`config.mk`:
```
export PLATFORM = sky130hd
export DESIGN_NAME = lib_switch_onehot_allocator
export DESIGN_NICKNAME = d
export VERILOG_FILES = /design/src/rtl/lib_switch_pkg.sv /design/src/rtl/lib_arbiter_rr_lock.sv /design/src/rtl/lib_switch_onehot_allocator.sv
export SDC_FILE = /design/constraint.sdc
export NUM_CORES = 1
export LEC_CHECK = 0
export ABC_CLOCK_PERIOD_IN_PS = 6100
export CORE_MARGIN = 2
export CORE_UTILIZATION = 60
export CTS_CLUSTER_SIZE = 28
export DETAILED_ROUTE_END_ITERATION = 10
export PLACE_DENSITY = 0.83
export SLEW_MARGIN = 30
export SYNTH_ARGS = -nofsm -noshare
export SYNTH_HDL_FRONTEND = slang
export SYNTH_SLANG_ARGS = --single-unit
export TNS_END_PERCENT = 5
```
`constraint.sdc`:
```
create_clock -name clk -period 6.1 [get_ports clk]
set_clock_uncertainty 0.05 [all_clocks]
set_input_delay 1.22 -clock clk [delete_from_list [all_inputs] [get_ports clk]]
set_output_delay 1.22 -clock clk [all_outputs]
set_load 0.02 [all_outputs]
```
`src/rtl/lib_switch_pkg.sv`:
```
// Shared helpers for the switch allocator: select-row to input-index conversion.
// Select rows are packed [0:N-1], so input 0 sits in the MSB of the row.
package lib_switch_pkg;

    localparam int MAX_PORTS = 32;

    // row holds a [0:n-1] select row right-aligned (input 0 at bit n-1).
    // Returns the lowest set input index, or n when the row is empty.
    function automatic int sel_to_idx(input logic [MAX_PORTS-1:0] row, input int n);
        int idx;
        idx = n;
        for (int b = 0; b < MAX_PORTS; b++) begin
            if (row[b] && b < n) begin
                idx = n - 1 - b;
            end
        end
        return idx;
    endfunction

endpackage

```
`src/rtl/lib_arbiter_rr_lock.sv`:
```
// Round-robin arbiter for one output with per-input grant locking; grant is registered
// (1 cycle from req to gnt). en=0 stalls the grant; ce=0 freezes all state.
module lib_arbiter_rr_lock
    import lib_switch_pkg::*;
#(
    parameter int N = 5
) (
    input  logic         clk,
    input  logic         reset_n,
    input  logic         ce,
    input  logic [0:N-1] req,
    input  logic [0:N-1] lock,
    input  logic         en,
    output logic [0:N-1] gnt
);

    localparam int IW = (N > 1) ? $clog2(N) : 1;

    logic [IW-1:0] ptr_q;
    logic [IW-1:0] ptr_d;
    logic [IW-1:0] owner_q;
    logic [IW-1:0] owner_d;
    logic          owner_vld_q;
    logic          owner_vld_d;
    logic [0:N-1]  gnt_q;
    logic [0:N-1]  gnt_d;
    logic [0:N-1]  pick;
    logic [IW-1:0] pick_idx;
    logic          lock_hit;

    // Two passes give the wrapped scan ptr..N-1 then 0..ptr-1.
    always_comb begin
        pick = '0;
        for (int k = 0; k < N; k++) begin
            if (pick == '0 && req[k] && IW'(k) >= ptr_q) begin
                pick[k] = 1'b1;
            end
        end
        for (int k = 0; k < N; k++) begin
            if (pick == '0 && req[k]) begin
                pick[k] = 1'b1;
            end
        end
    end

    assign pick_idx = IW'(sel_to_idx(32'(pick), N));
    assign lock_hit = owner_vld_q && lock[owner_q] && req[owner_q];

    always_comb begin
        gnt_d       = '0;
        owner_d     = owner_q;
        owner_vld_d = 1'b0;
        ptr_d       = ptr_q;
        if (lock_hit) begin
            // Stalled lock keeps ownership but drives no select.
            owner_vld_d = 1'b1;
            if (en) begin
                gnt_d[owner_q] = 1'b1;
            end
        end else if (en && (req != '0)) begin
            gnt_d       = pick;
            owner_d     = pick_idx;
            owner_vld_d = 1'b1;
            ptr_d       = (pick_idx == IW'(N - 1)) ? '0 : pick_idx + 1'b1;
        end
    end

    always_ff @(posedge clk) begin
        if (!reset_n) begin
            gnt_q       <= '0;
            owner_q     <= '0;
            owner_vld_q <= 1'b0;
            ptr_q       <= '0;
        end else if (ce) begin
            gnt_q       <= gnt_d;
            owner_q     <= owner_d;
            owner_vld_q <= owner_vld_d;
            ptr_q       <= ptr_d;
        end
    end

    assign gnt = gnt_q;

endmodule

```
`src/rtl/lib_switch_onehot_allocator.sv`:
```
// Switch allocator producing one-hot per-output input selects for the crossbar; 1 cycle
// req-to-select, no input-to-output combinational path. i_en stalls per output, ce freezes all.
module lib_switch_onehot_allocator
    import lib_switch_pkg::*;
#(
    parameter int N = 5,
    parameter int M = 5
) (
    input  logic                 clk,
    input  logic                 reset_n,
    input  logic                 ce,
    input  logic [0:N-1][0:M-1]  i_req,
    input  logic [0:N-1]         i_lock,
    input  logic [0:M-1]         i_en,
    output logic [0:M-1][0:N-1]  o_sel,
    output logic [0:N-1]         o_gnt
);

    logic [0:N-1][0:M-1] req_s;
    logic [0:N-1]        col [M];
    logic [0:N-1]        sel [M];

    // Keep only the lowest-index output per input so no input can win two outputs.
    always_comb begin
        req_s = '0;
        for (int n = 0; n < N; n++) begin
            for (int m = 0; m < M; m++) begin
                if (i_req[n][m] && req_s[n] == '0) begin
                    req_s[n][m] = 1'b1;
                end
            end
        end
    end

    always_comb begin
        for (int m = 0; m < M; m++) begin
            col[m] = '0;
            for (int n = 0; n < N; n++) begin
                col[m][n] = req_s[n][m];
            end
        end
    end

    for (genvar m = 0; m < M; m++) begin : g_arb
        lib_arbiter_rr_lock #(
            .N (N)
        ) u_arb (
            .clk     (clk),
            .reset_n (reset_n),
            .ce      (ce),
            .req     (col[m]),
            .lock    (i_lock),
            .en      (i_en[m]),
            .gnt     (sel[m])
        );
    end

    always_comb begin
        o_gnt = '0;
        for (int m = 0; m < M; m++) begin
            o_sel[m] = sel[m];
            o_gnt    = o_gnt | sel[m];
        end
    end

endmodule

```
==> impl_metrics.ini, run 1 <==
[place]
port_buffers = 67
gp_congestion = 0.965
dp_hpwl_mm = 11.8

[cts]
numCtsBuffers = 9
clock_path_buffers = 2
hold_buffers = 0
clkTransAtPathRegs_ns = 0.07
numClockSinks = 60
htree_levels = 3
insertion_delay_ns = 0.34
root_buffer = clkbuf_8
post_cts_buffers = 0
ctsResizeCount = 0
tritoncts = yes

[global_routing]
first_global_vias = 5273
grt_pass1_wl_mm = 26.2
grt_max_degree = 38
grt_usage_pct = 37.8
antenna_found_initial = 0
gr-total-overflow = 0

[die]
die_w_um = 93.4
fp.dieH_um = 93.4
core_area_mm2 = 0.00773
dieArea_mm2 = 0.00872
pin_count = 68
initial_core_util_pct = 62.0
fp-row-count = 32

[worst_setup_path]
worst_path_most_repeated_cell = nor2_1
cp.required_ns = 6.30
critPathCaptureType = flip-flop
cpPeakStageDelay_ns = 0.77
cp-start-kind = input pin
path_cells = clkdlybuf4s50_1, or3_1, nor2_1, nor2_1, o211ai_1, a21boi_0, nand2_1, ha_1, nor2_1, mux2i_1, a311oi_1
cp_slowest_cell = clkdlybuf4s50_1
worstPathArrival_ns = 4.67
criticalPathCategory = input pin to flip-flop
cp_max_fo = 16

[synthesis]
synth-main-ff-cell = dfxtp_1
syn_inst = 655
synth-edff-count = 0
synth_compound_area_share_pct = 30.3
synth-simple-area-share_pct = 33.0
ys_types = 80
synth-xor-area-share_pct = 0
ys_ff_latch = 60
avgSynthCellArea_um2 = 7.32
synth_fa_ha_area_share_pct = 2.61
ys_seq_area_share_pct = 25.1
synth_warnings = 0
synth_top_family_by_area = simple AND/OR/NAND/NOR gates
async_flop_share_pct = 0
synth_area_mm2 = 0.00479
synthMuxAreaShare_pct = 3.42
synth_nets = 703

[detailed_routing]
drt_iter0_markers = 648
drtAntennaViolNets = 0
drt-total-wl_mm = 16.2
drt_first_pass_iters = 5
avgViaCountPerCell = 6.94
dr_total_vias = 5554
drc_errors = 0
routedWlPerCell_um = 20.3

[power]
p_leak_nw = 2.07
p_switching_w = 0.000375
clkPwrFrac_pct = 32.6
p_int_w = 0.000733
switching_share_pct = 33.9
p_per_area_mw_per_mm2 = 197
p_seq_share_pct = 39.9
ir_worst_vdd_mv = 0.152
p_comb_share_pct = 27.5

[cells_and_area]
layout_common_cells = clkdlybuf4s50_1 (67), nor2_1 (65), nand2_1 (60), dfxtp_1 (60), a21oi_1 (54)
area_delta_synth_final_pct = 17.6
final_common_cell = clkdlybuf4s50_1
fin_util_pct = 73.0
diodes = 0
finish.net_count = 742
drive_gt1_share_pct = 5.87
nFillCells = 638

[run]
drv_cap = 0

[timing]
worst_slew_pin_slew_ns = 0.723
tns_ns = 0
rsz0062_at_grt = no
max_freq_ghz = 0.224
post-route-min-period_ns = 4.47
setup_viol = 0
hold_violations = 0
slew_violations = 0
max-slew-margin-rel_pct = 51.7
fin_crit_sh_pct = 73.3

[outcome]
status = complete, no violations

[min_path]
holdCritPathClass = flip-flop to flip-flop
cells in the mapped netlist (all sizes together), types with 13 or more instances:
| master | number | area [um^2] |
|---|---|---|
| nand3 | 18 | 90.1 |
| nor3 | 26 | 130 |
| nand2b | 15 | 93.8 |
| dfxtp | 60 | 1200 |
| clkbuf | 38 | 145 |
| a31oi | 13 | 81.3 |
| a21oi | 55 | 279 |
| nor2b | 17 | 106 |
| inv | 29 | 109 |
| nor2 | 65 | 244 |
| mux2i | 13 | 130 |
| nand2 | 60 | 225 |
| o21ai | 35 | 175 |
| nor3b | 13 | 97.6 |
logic make-up after synthesis:
| logic type | Yosys count |
|---|---|
| AND/OR/NAND/NOR | 291 |
| AO/OA/AOI/OAI | 209 |
| buffers and inverters | 70 |
| flip-flops | 60 |
| multiplexers | 15 |
| adder cells (fa/ha/maj) | 10 |
metal layers:
layer  global-route usage (%)  vias to the layer above  wire length (um)
met2                     61.2                      412              7290
met5                        0                        -                 0
met4                     14.0                        0               687
met1                     48.8                     2527              6230
met3                     9.11                       94              2030
li1                         -                     2521                 -
registers in the layout, indices dropped and copies added (netlist names):
name	flops
g_arb.u_arb.gnt	25
g_arb.u_arb.owner_q	15
g_arb.u_arb.owner_vld_q	5
g_arb.u_arb.ptr_q	15
worst paths after layout:
check / slack, ns / depth (start not counted) / end / start
max: 1.63 / 11 / g_arb[4].u_arb.ptr_q[2]$_SDFFE_PN0P_ / i_req[19]
min: 0.43 / 2 / g_arb[0].u_arb.owner_vld_q$_SDFFE_PN0P_ / g_arb[0].u_arb.owner_vld_q$_SDFFE_PN0P_
max reg2reg: 3.23 / 10 / g_arb[3].u_arb.ptr_q[0]$_SDFFE_PN0P_ / g_arb[3].u_arb.ptr_q[2]$_SDFFE_PN0P_
min reg2reg: 0.43 / 2 / g_arb[0].u_arb.owner_vld_q$_SDFFE_PN0P_ / g_arb[0].u_arb.owner_vld_q$_SDFFE_PN0P_
critical path: cells and delay by family:
kind,cells,cell delay [ns]
buffers and inverters,1,0.77
AOI/OAI and AO/OA,3,0.99
and+or+nand+nor,5,1.36
adders and majority gates,1,0.23
muxes,1,0.10
power by group through the flow:
stage | clock network, W | logic, W | registers [W]
after detailed placement | 0 | 0.000294 | 0.000449
after global routing | 0.000380 | 0.000333 | 0.000445
final | 0.000361 | 0.000305 | 0.000442
after global placement | 0 | 0.000286 | 0.000448
after CTS | 0.000360 | 0.000297 | 0.000440
after floorplan | 0 | 0.000204 | 0.000437
final cells by class:
class	instances	area (um^2)	share of cell area, %
multi-input cells	525	3320	59.0
flip-flops and latches	60	1200	21.3
repair buffers	69	686	12.2
clock buffers	10	138	2.44
well taps	102	128	2.26
inverters	29	109	1.93
clock inverters	5	52.6	0.932
stage by stage:
stage               worst slack, ns  area, um^2  cells  total power (W)  hold WS [ns]
finish                         1.63        5640    800          0.00111         0.434
global route                   1.59        5640    800          0.00116         0.480
CTS                            1.84        5640    800          0.00110         0.433
detailed placement             1.58        5450    785         0.000743         0.424
global placement               1.69        5450    785         0.000735         0.418
floorplan                      2.55        4790    655         0.000640         0.405
Note: power is estimated with default switching activity, not from simulation.
==> inputs of run 2 (changes only) <==
ABC_CLOCK_PERIOD_IN_PS = 3800   (was 6100)
CORE_UTILIZATION = 50   (was 60)
PLACE_DENSITY = 0.73   (was 0.83)
clock period = 3.8 ns   (was 6.1 ns; I/O delays follow)
==> run 2 against run 1 <==
Against the previous run: clock-buffer cell count rose by 1; die area rose by 19%; wire length fell by 0.26%; critical path depth did not move; critical endpoint is now g_arb[3].u_arb.ptr_q[0]$_SDFFE_PN0P_; largest power group unchanged.
==> impl_metrics.ini, run 2 (synthesis gave the netlist of run 1 again) <==
[detailed_routing]
routedWlPerCell_um = 18.9
drc_errors = 0
drt-total-wl_mm = 16.2
drt_iter0_markers = 499
drtAntennaViolNets = 0
avgViaCountPerCell = 6.33
dr_total_vias = 5421
drt_first_pass_iters = 5

[global_routing]
grt_usage_pct = 31.4
first_global_vias = 5171
antenna_found_initial = 0
gr-total-overflow = 0
grt_max_degree = 38
grt_pass1_wl_mm = 25.7

[cts]
root_buffer = clkbuf_8
numCtsBuffers = 9
hold_buffers = 0
clkTransAtPathRegs_ns = 0.07
clock_path_buffers = 2
post_cts_buffers = 0
htree_levels = 3
ctsResizeCount = 0
numClockSinks = 60
insertion_delay_ns = 0.35
tritoncts = yes

[place]
port_buffers = 67
dp_hpwl_mm = 12.3
place_inst = 841
gp_congestion = 0.970

[timing]
fin_crit_sh_pct = 92.1
slew_violations = 0
tns_ns = 0
hold_violations = 0
max-slew-margin-rel_pct = 51.7
post-route-min-period_ns = 3.50
rsz0062_at_grt = no
max_freq_ghz = 0.286
worst_slew_pin_slew_ns = 0.723
setup_viol = 0

[worst_setup_path]
cp-start-kind = input pin
critPathCaptureType = flip-flop
cp_max_fo = 5
crit_family = compound AO/OA/AOI/OAI gates
worstPathArrival_ns = 3.70
cp_slowest_cell = or4b_1
cp.required_ns = 4.00
path_cells = clkdlybuf4s50_1, or4b_1, a211o_1, and4_4, o21bai_4, o22ai_1, or2_2, inv_1, ha_1, a211o_2, o32ai_1
criticalPathCategory = input pin to flip-flop
cpPeakStageDelay_ns = 0.66
cp_num_buf_inv = 2

[die]
dieArea_mm2 = 0.0104
initial_core_util_pct = 51.6
fp.dieH_um = 102
core_area_mm2 = 0.00928
fp-row-count = 35
die_w_um = 102
pin_count = 68

[cells_and_area]
finish.net_count = 771
nFillCells = 837
layout_common_cells = clkdlybuf4s50_1 (67), nor2_1 (65), nand2_1 (60), dfxtp_1 (60), a21oi_1 (54)
area_delta_synth_final_pct = 23.6
fin_cells = 857
diodes = 0
multi_input_area_mm2 = 0.00332
drive_gt1_share_pct = 9.62
regArea_mm2 = 0.00120
largest_register_ffs = 25
final_common_cell = clkdlybuf4s50_1

[outcome]
status = complete, no violations

[power]
ir_worst_vdd_mv = 0.214
p_leak_nw = 2.22
p_per_area_mw_per_mm2 = 316

[min_path]
holdCritPathClass = flip-flop to flip-flop

[run]
drv_cap = 0
==> run 2: changes by cell type in the layout (fill, tap and decap cells not counted), sizes merged <==
cell,change
bufinv,+1
clkinv,-1
buf,+29
clkbuf,+1
==> run 2: metal layers <==
metal	part of all wire, %	routed length [um]	up-vias	track usage [%]
li1	-	-	2582	-
met5	0	0	-	0
met4	3.1	498	0	11.3
met2	47	7620	259	52.6
met3	7.7	1250	47	4.99
met1	42	6820	2533	41.1
==> run 2: final timing paths <==
kind              depth (start not counted)                                       to  slack, ns                               startpoint
setup / recovery                         11     g_arb[3].u_arb.ptr_q[0]$_SDFFE_PN0P_       0.30                                 i_req[3]
setup reg to reg                         10     g_arb[3].u_arb.ptr_q[0]$_SDFFE_PN0P_       0.92     g_arb[3].u_arb.ptr_q[2]$_SDFFE_PN0P_
hold / removal                            2  g_arb[0].u_arb.owner_vld_q$_SDFFE_PN0P_       0.44  g_arb[0].u_arb.owner_vld_q$_SDFFE_PN0P_
hold reg to reg                           2  g_arb[0].u_arb.owner_vld_q$_SDFFE_PN0P_       0.44  g_arb[0].u_arb.owner_vld_q$_SDFFE_PN0P_
==> run 2: layout make-up <==
cell class	count	area share [%]
inverter	29	1.84
timing repair buffer	98	15.2
clock buffer	11	2.39
multi-input combinational	525	56.1
tap	129	2.72
sequential	60	20.3
clock inverter	5	1.44
==> run 2: tightest hold or removal path, cell delays in order (launching register included) <==
cell and delay [ns]:
dfxtp_1 0.32, nand2b_1 0.07, a21oi_1 0.05
==> run 2: metrics by stage <==
step | area [um^2] | util (%) | hold slack (ns) | worst slack (ns) | power (W)
floorplan | 4790 | - | 0.405 | 0.708 | 0.00103
global placement | 5700 | 61.4 | 0.416 | 0.0760 | 0.00120
detailed placement | 5700 | 61.4 | 0.430 | 0.00487 | 0.00121
CTS | 5930 | 63.8 | 0.441 | 0.350 | 0.00186
global route | 5930 | 63.8 | 0.468 | 0.182 | 0.00195
finish | 5930 | 63.8 | 0.443 | 0.299 | 0.00187
==> run 2: power breakdown <==
part | internal (W) | switching, W
sequential | 0.000659 | 0.0000478
combinational | 0.000222 | 0.000285
clock | 0.000390 | 0.000268
total | 0.00127 | 0.000602
==> inputs of run 3 (changes only) <==
CORE_UTILIZATION = 40   (was 50)
PLACE_DENSITY = 0.6   (was 0.73)
==> run 3 against run 2 <==
Against the previous run: maximum frequency increased by 0.44%; hold slack worse by 0.0024 ns; via count shrank 0.74%; sequential power barely moved; final area up 3.4%; die area is 24% higher; flip-flop and latch count unchanged; first-iteration DRC count grew 5.8%; critical path type unchanged; highest routed layer unchanged.
==> impl_metrics.ini, run 3 (synthesis gave the netlist of run 1 again) <==
[outcome]
status = complete, no violations

[place]
gp_congestion = 0.931
pre_cts_slack_ns = 0.0400
dp_hpwl_mm = 13.2
place_area_mm2 = 0.00580
port_buffers = 67

[timing]
hold_violations = 0
setup_viol = 0
whs_ns = 0.441
layout_setup_ws_ns = 0.315
slew_violations = 0
tns_ns = 0
post-route-min-period_ns = 3.49
worst_slew_pin_slew_ns = 0.745
rsz0062_at_grt = no
max_freq_ghz = 0.287
max-slew-margin-rel_pct = 50.3
fin_crit_sh_pct = 91.7

[cts]
htree_levels = 3
post_cts_buffers = 0
clkTransAtPathRegs_ns = 0.05
tritoncts = yes
numClockSinks = 60
hold_buffers = 0
ctsResizeCount = 0
insertion_delay_ns = 0.33
numCtsBuffers = 9
clock_path_buffers = 2
root_buffer = clkbuf_16

[detailed_routing]
drc_errors = 0
drtAntennaViolNets = 0
drt_first_pass_iters = 5
routed.top_layer = met4
avgViaCountPerCell = 6.10
drt-total-wl_mm = 17.1
route.met3.wl_mm = 1.12
wl_met2_mm = 8.03
routedWlPerCell_um = 19.4
wl_met1_mm = 7.55
dr_total_vias = 5381
drt_iter0_markers = 528

[power]
p_leak_nw = 2.31
p_per_area_mw_per_mm2 = 344
p_switching_w = 0.000642
switching_share_pct = 30.5
clkPwrFrac_pct = 42.0
p_int_w = 0.00146
power_w = 0.00210
p_seq_share_pct = 33.6
ir_worst_vdd_mv = 0.275
p_comb_share_pct = 24.4

[global_routing]
grt_usage_pct = 26.9
grt_pass1_wl_mm = 27.2
grt_max_degree = 38
first_global_vias = 5080
gr-total-overflow = 0
antenna_found_initial = 0

[die]
core_area_mm2 = 0.0116
initial_core_util_pct = 41.5
fp.dieH_um = 113
die_w_um = 113
pin_count = 68
fp-row-count = 39
dieArea_mm2 = 0.0129

[run]
drv_cap = 0

[cells_and_area]
stdcell_area_mm2 = 0.00613
finish.net_count = 782
layout_common_cells = clkdlybuf4s50_1 (67), nor2_1 (65), nand2_1 (60), dfxtp_1 (60), a21oi_1 (54)
final_common_cell = clkdlybuf4s50_1
diodes = 0
area_delta_synth_final_pct = 27.8
drive_gt1_share_pct = 11.1
largest_register_ffs = 25

[min_path]
holdCritPathClass = flip-flop to flip-flop

[worst_setup_path]
cp.required_ns = 4.00
cp_max_fo = 6
critPathCaptureType = flip-flop
worstPathArrival_ns = 3.68
cp-start-kind = input pin
criticalPathCategory = input pin to flip-flop
==> run 3: cell types whose count changed in the layout (fill, tap and decap cells not counted), sizes merged <==
cell | previous run | this run
clkinv | 2 | 3
clkinvlp | 1 | 2
buf | 31 | 42
clkbuf | 11 | 9
==> run 3: cell type report <==
class                      count  area [um^2]
clock buffer                   9          225
clock inverter                 7          101
fill                        1116         5440
inverter                      29          109
multi-input combinational    525         3320
sequential                    60         1200
tap                          143          179
timing repair buffer         109          986
==> run 3: final timing paths <==
| check | startpoint | end | slack, ns | cells after the start |
|---|---|---|---|---|
| setup reg to reg | g_arb[3].u_arb.ptr_q[2]$_SDFFE_PN0P_ | g_arb[3].u_arb.ptr_q[1]$_SDFFE_PN0P_ | 1.04 | 11 |
| setup / recovery | i_req[19] | g_arb[3].u_arb.ptr_q[1]$_SDFFE_PN0P_ | 0.31 | 11 |
| hold reg to reg | g_arb[0].u_arb.owner_vld_q$_SDFFE_PN0P_ | g_arb[0].u_arb.owner_vld_q$_SDFFE_PN0P_ | 0.44 | 2 |
| hold / removal | g_arb[0].u_arb.owner_vld_q$_SDFFE_PN0P_ | g_arb[0].u_arb.owner_vld_q$_SDFFE_PN0P_ | 0.44 | 2 |
==> run 3: power by group through the flow <==
stage / registers (W) / logic (W) / clock network [W]
floorplan: 0.000701 / 0.000327 / 0
global placement: 0.000719 / 0.000502 / 0
detailed placement: 0.000720 / 0.000506 / 0
CTS: 0.000706 / 0.000509 / 0.000903
global route: 0.000713 / 0.000567 / 0.000929
finish: 0.000707 / 0.000514 / 0.000883
==> run 3: critical path: stages <==
cell             delay (ns)
clkdlybuf4s50_1        0.59
or4b_1                 0.68
a21oi_1                0.20
and4_4                 0.26
nand2b_1               0.11
nand3_1                0.08
a211o_1                0.31
ha_1                   0.29
inv_1                  0.04
a211o_1                0.22
a21oi_1                0.15
==> run 3: metrics by stage <==
step | util [%] | cells
after floorplan | - | 655
after global placement | 50.1 | 866
after detailed placement | 50.1 | 866
after CTS | 53.0 | 882
after global routing | 53.0 | 882
final | 53.0 | 882
==> run 3: layer usage <==
| layer | vias up | track usage (%) |
|---|---|---|
| li1 | 2596 | - |
| met1 | 2519 | 35.5 |
| met2 | 237 | 44.1 |
| met3 | 29 | 5.42 |
| met4 | 0 | 9.43 |
| met5 | - | 0 |
==> variant (flow settings as in run 2) <==
Reset style: asynchronous (`reset_n`), changed in one clocked block.
--- a/src/rtl/lib_arbiter_rr_lock.sv
+++ b/src/rtl/lib_arbiter_rr_lock.sv
@@ -66,5 +66,5 @@
     end
 
-    always_ff @(posedge clk) begin
+    always_ff @(posedge clk or negedge reset_n) begin
         if (!reset_n) begin
             gnt_q       <= '0;
Behaviour: differs if reset_n is asserted again (counterexample within 4 cycles, from zero or initial values and one cycle with reset_n low); with reset_n held inactive, the same outputs for 4 cycles.
==> variant against run 2 <==
  * Non-clock buffer count rose by 4
  * Wire length decreased by 0.94%
  * Sequential cell count unchanged
  * Die area rose by 2.1%
  * Synthesized cell count shrank 8.4%
  * Critical path depth rose by 2
  * Cell area increased by 2.5%
  * Critical path type unchanged
  * Core utilization down 0.82 points
  * Worst setup slack better by 0.038 ns
  * Synthesized area is 2.2% higher
  * Hold slack about the same
  * Count of clock-buffer cells in the layout decreased by 2
Power is not compared: it rests on default switching activity, and its combinational part moved more than twofold at a synthesized area within 25%.
==> variant: results (changes against run 2) <==
run_status:
  status: "completed"
finish:
  multi_input_area_um2: 3177  # -4.4%
  syn_to_final_growth_pct: 23.98
  fin_nets: 735  # -4.7%
  nNonClkBuffers: 102  # +4.1%
  final-clk-cell-share_pct: 3.152  # -0.67 points
  regArea_um2: 1501  # +25%
  layout-drive-gt1-share_pct: 13.58  # +4.0 points
  multi_input_gates: 485  # -7.6%
  nonClkBufAreaFrac_pct: 15.29  # +0.041 points
logic_synthesis:
  synthesis.nets: 648  # -7.8%
  synthTopCellsByCount: "60 x dfrtp_1, 59 x nor2_1, 57 x nand2_1"
  synth_ff_type: "dfrtp_1"
  synthDistinctLibCells: 88  # +10%
  synthTopCellsByArea: "dfrtp_1 31%, a21oi_1 4.6%, nor2_1 4.5%, nand2_1 4.4%, o21ai_0 2.8%"
  yosys-mux-area-fraction_pct: 4.138  # +0.72 points
  synth.yosys.seq_area_share_pct: 30.65  # +5.6 points
  synth_compound_area_share_pct: 27.33  # -3.0 points
  postSynthCellCount: 600  # -8.4%
critical_path:
  critPathTopFamily: "simple AND/OR/NAND/NOR gates"
  reg2reg_to: "g_arb[1].u_arb.ptr_q[1]$_DFFE_PN0P_"
  reg2reg_depth: 8  # -2
  cp_max_fo: 10  # +5
  worstSetupStartpoint: "i_req[13]"
  slowest_delay_ns: 0.78  # +0.12 ns
  r2r_setup_slack_ns: 1.09  # +0.17 ns
  worstReg2RegStart: "g_arb[1].u_arb.ptr_q[1]$_DFFE_PN0P_"
  critPathCapture: "g_arb[3].u_arb.ptr_q[2]$_DFFE_PN0P_"
  arrival_ns: 3.68  # -0.02 ns
worst_hold_path:
  holdCritStartpoint: "g_arb[0].u_arb.owner_vld_q$_DFFE_PN0P_"
place:
  hpwl_mm: 12.27  # -0.58%
  placedCellCount: 809  # -3.8%
  place_congestion: 0.9978  # +2.9%
  placed_cell_area_um2: 5882  # +3.2%
cts:
  clkLatencyLatePin_ns: 0.35  # about the same
detailed_routing:
  met2WireLength_mm: 7.682  # +0.87%
  drt_wl_total_mm: 16.03  # -0.94%
  wl_met3_mm: 1.254  # +0.56%
  via_count: 5208  # -3.9%
  wl_per_cell_um: 19.43  # +2.9%
  initialDrtViolationCount: 395  # -21%
grt:
  grt_use_total_pct: 30.91  # -0.54 points
  met2_usage_pct: 51.40  # -1.2 points
  grt_pass1_vias: 4950  # -4.3%
  grt_start_max_net_pins: 61  # +61%
  grt_pass1_wl_mm: 24.98  # -2.8%
sta:
  worst_hold_slack_ns: 0.4435  # +0.00009100 ns
  relSlewSlack_pct: 47.94  # -3.8 points
  max_freq_mhz: 288.8  # +1.1%
floorplan:
  rows: 36  # +2.9%
## variant: worst min-delay path by stage
stage,to,cells past startpoint,slack (ns)
detailed placement,g_arb[0].u_arb.owner_vld_q$_DFFE_PN0P_,1,0.43
floorplan,g_arb[0].u_arb.gnt[0]$_DFFE_PN0P_,0,0.41
global route,g_arb[0].u_arb.owner_vld_q$_DFFE_PN0P_,1,0.46
global placement,g_arb[0].u_arb.owner_vld_q$_DFFE_PN0P_,1,0.42
CTS,g_arb[0].u_arb.owner_vld_q$_DFFE_PN0P_,1,0.44
finish,g_arb[0].u_arb.owner_vld_q$_DFFE_PN0P_,1,0.44
## variant: where the power goes
part | leakage [nW] | internal (mW) | switching (mW)
sequential | 0.750 | 0.801 | 0.314
clock | 0.0910 | 0.299 | 0.278
combinational | 1.69 | 0.573 | 0.710
## variant: worst register-to-register path, delay by kind of cell, from the launching register on
kind	cells	cell delay [ns]
flops	1	0.44
simple gates	2	0.68
buf+inv	1	0.09
mux	1	0.26
fa+ha+maj	1	0.30
compound gates	3	0.78
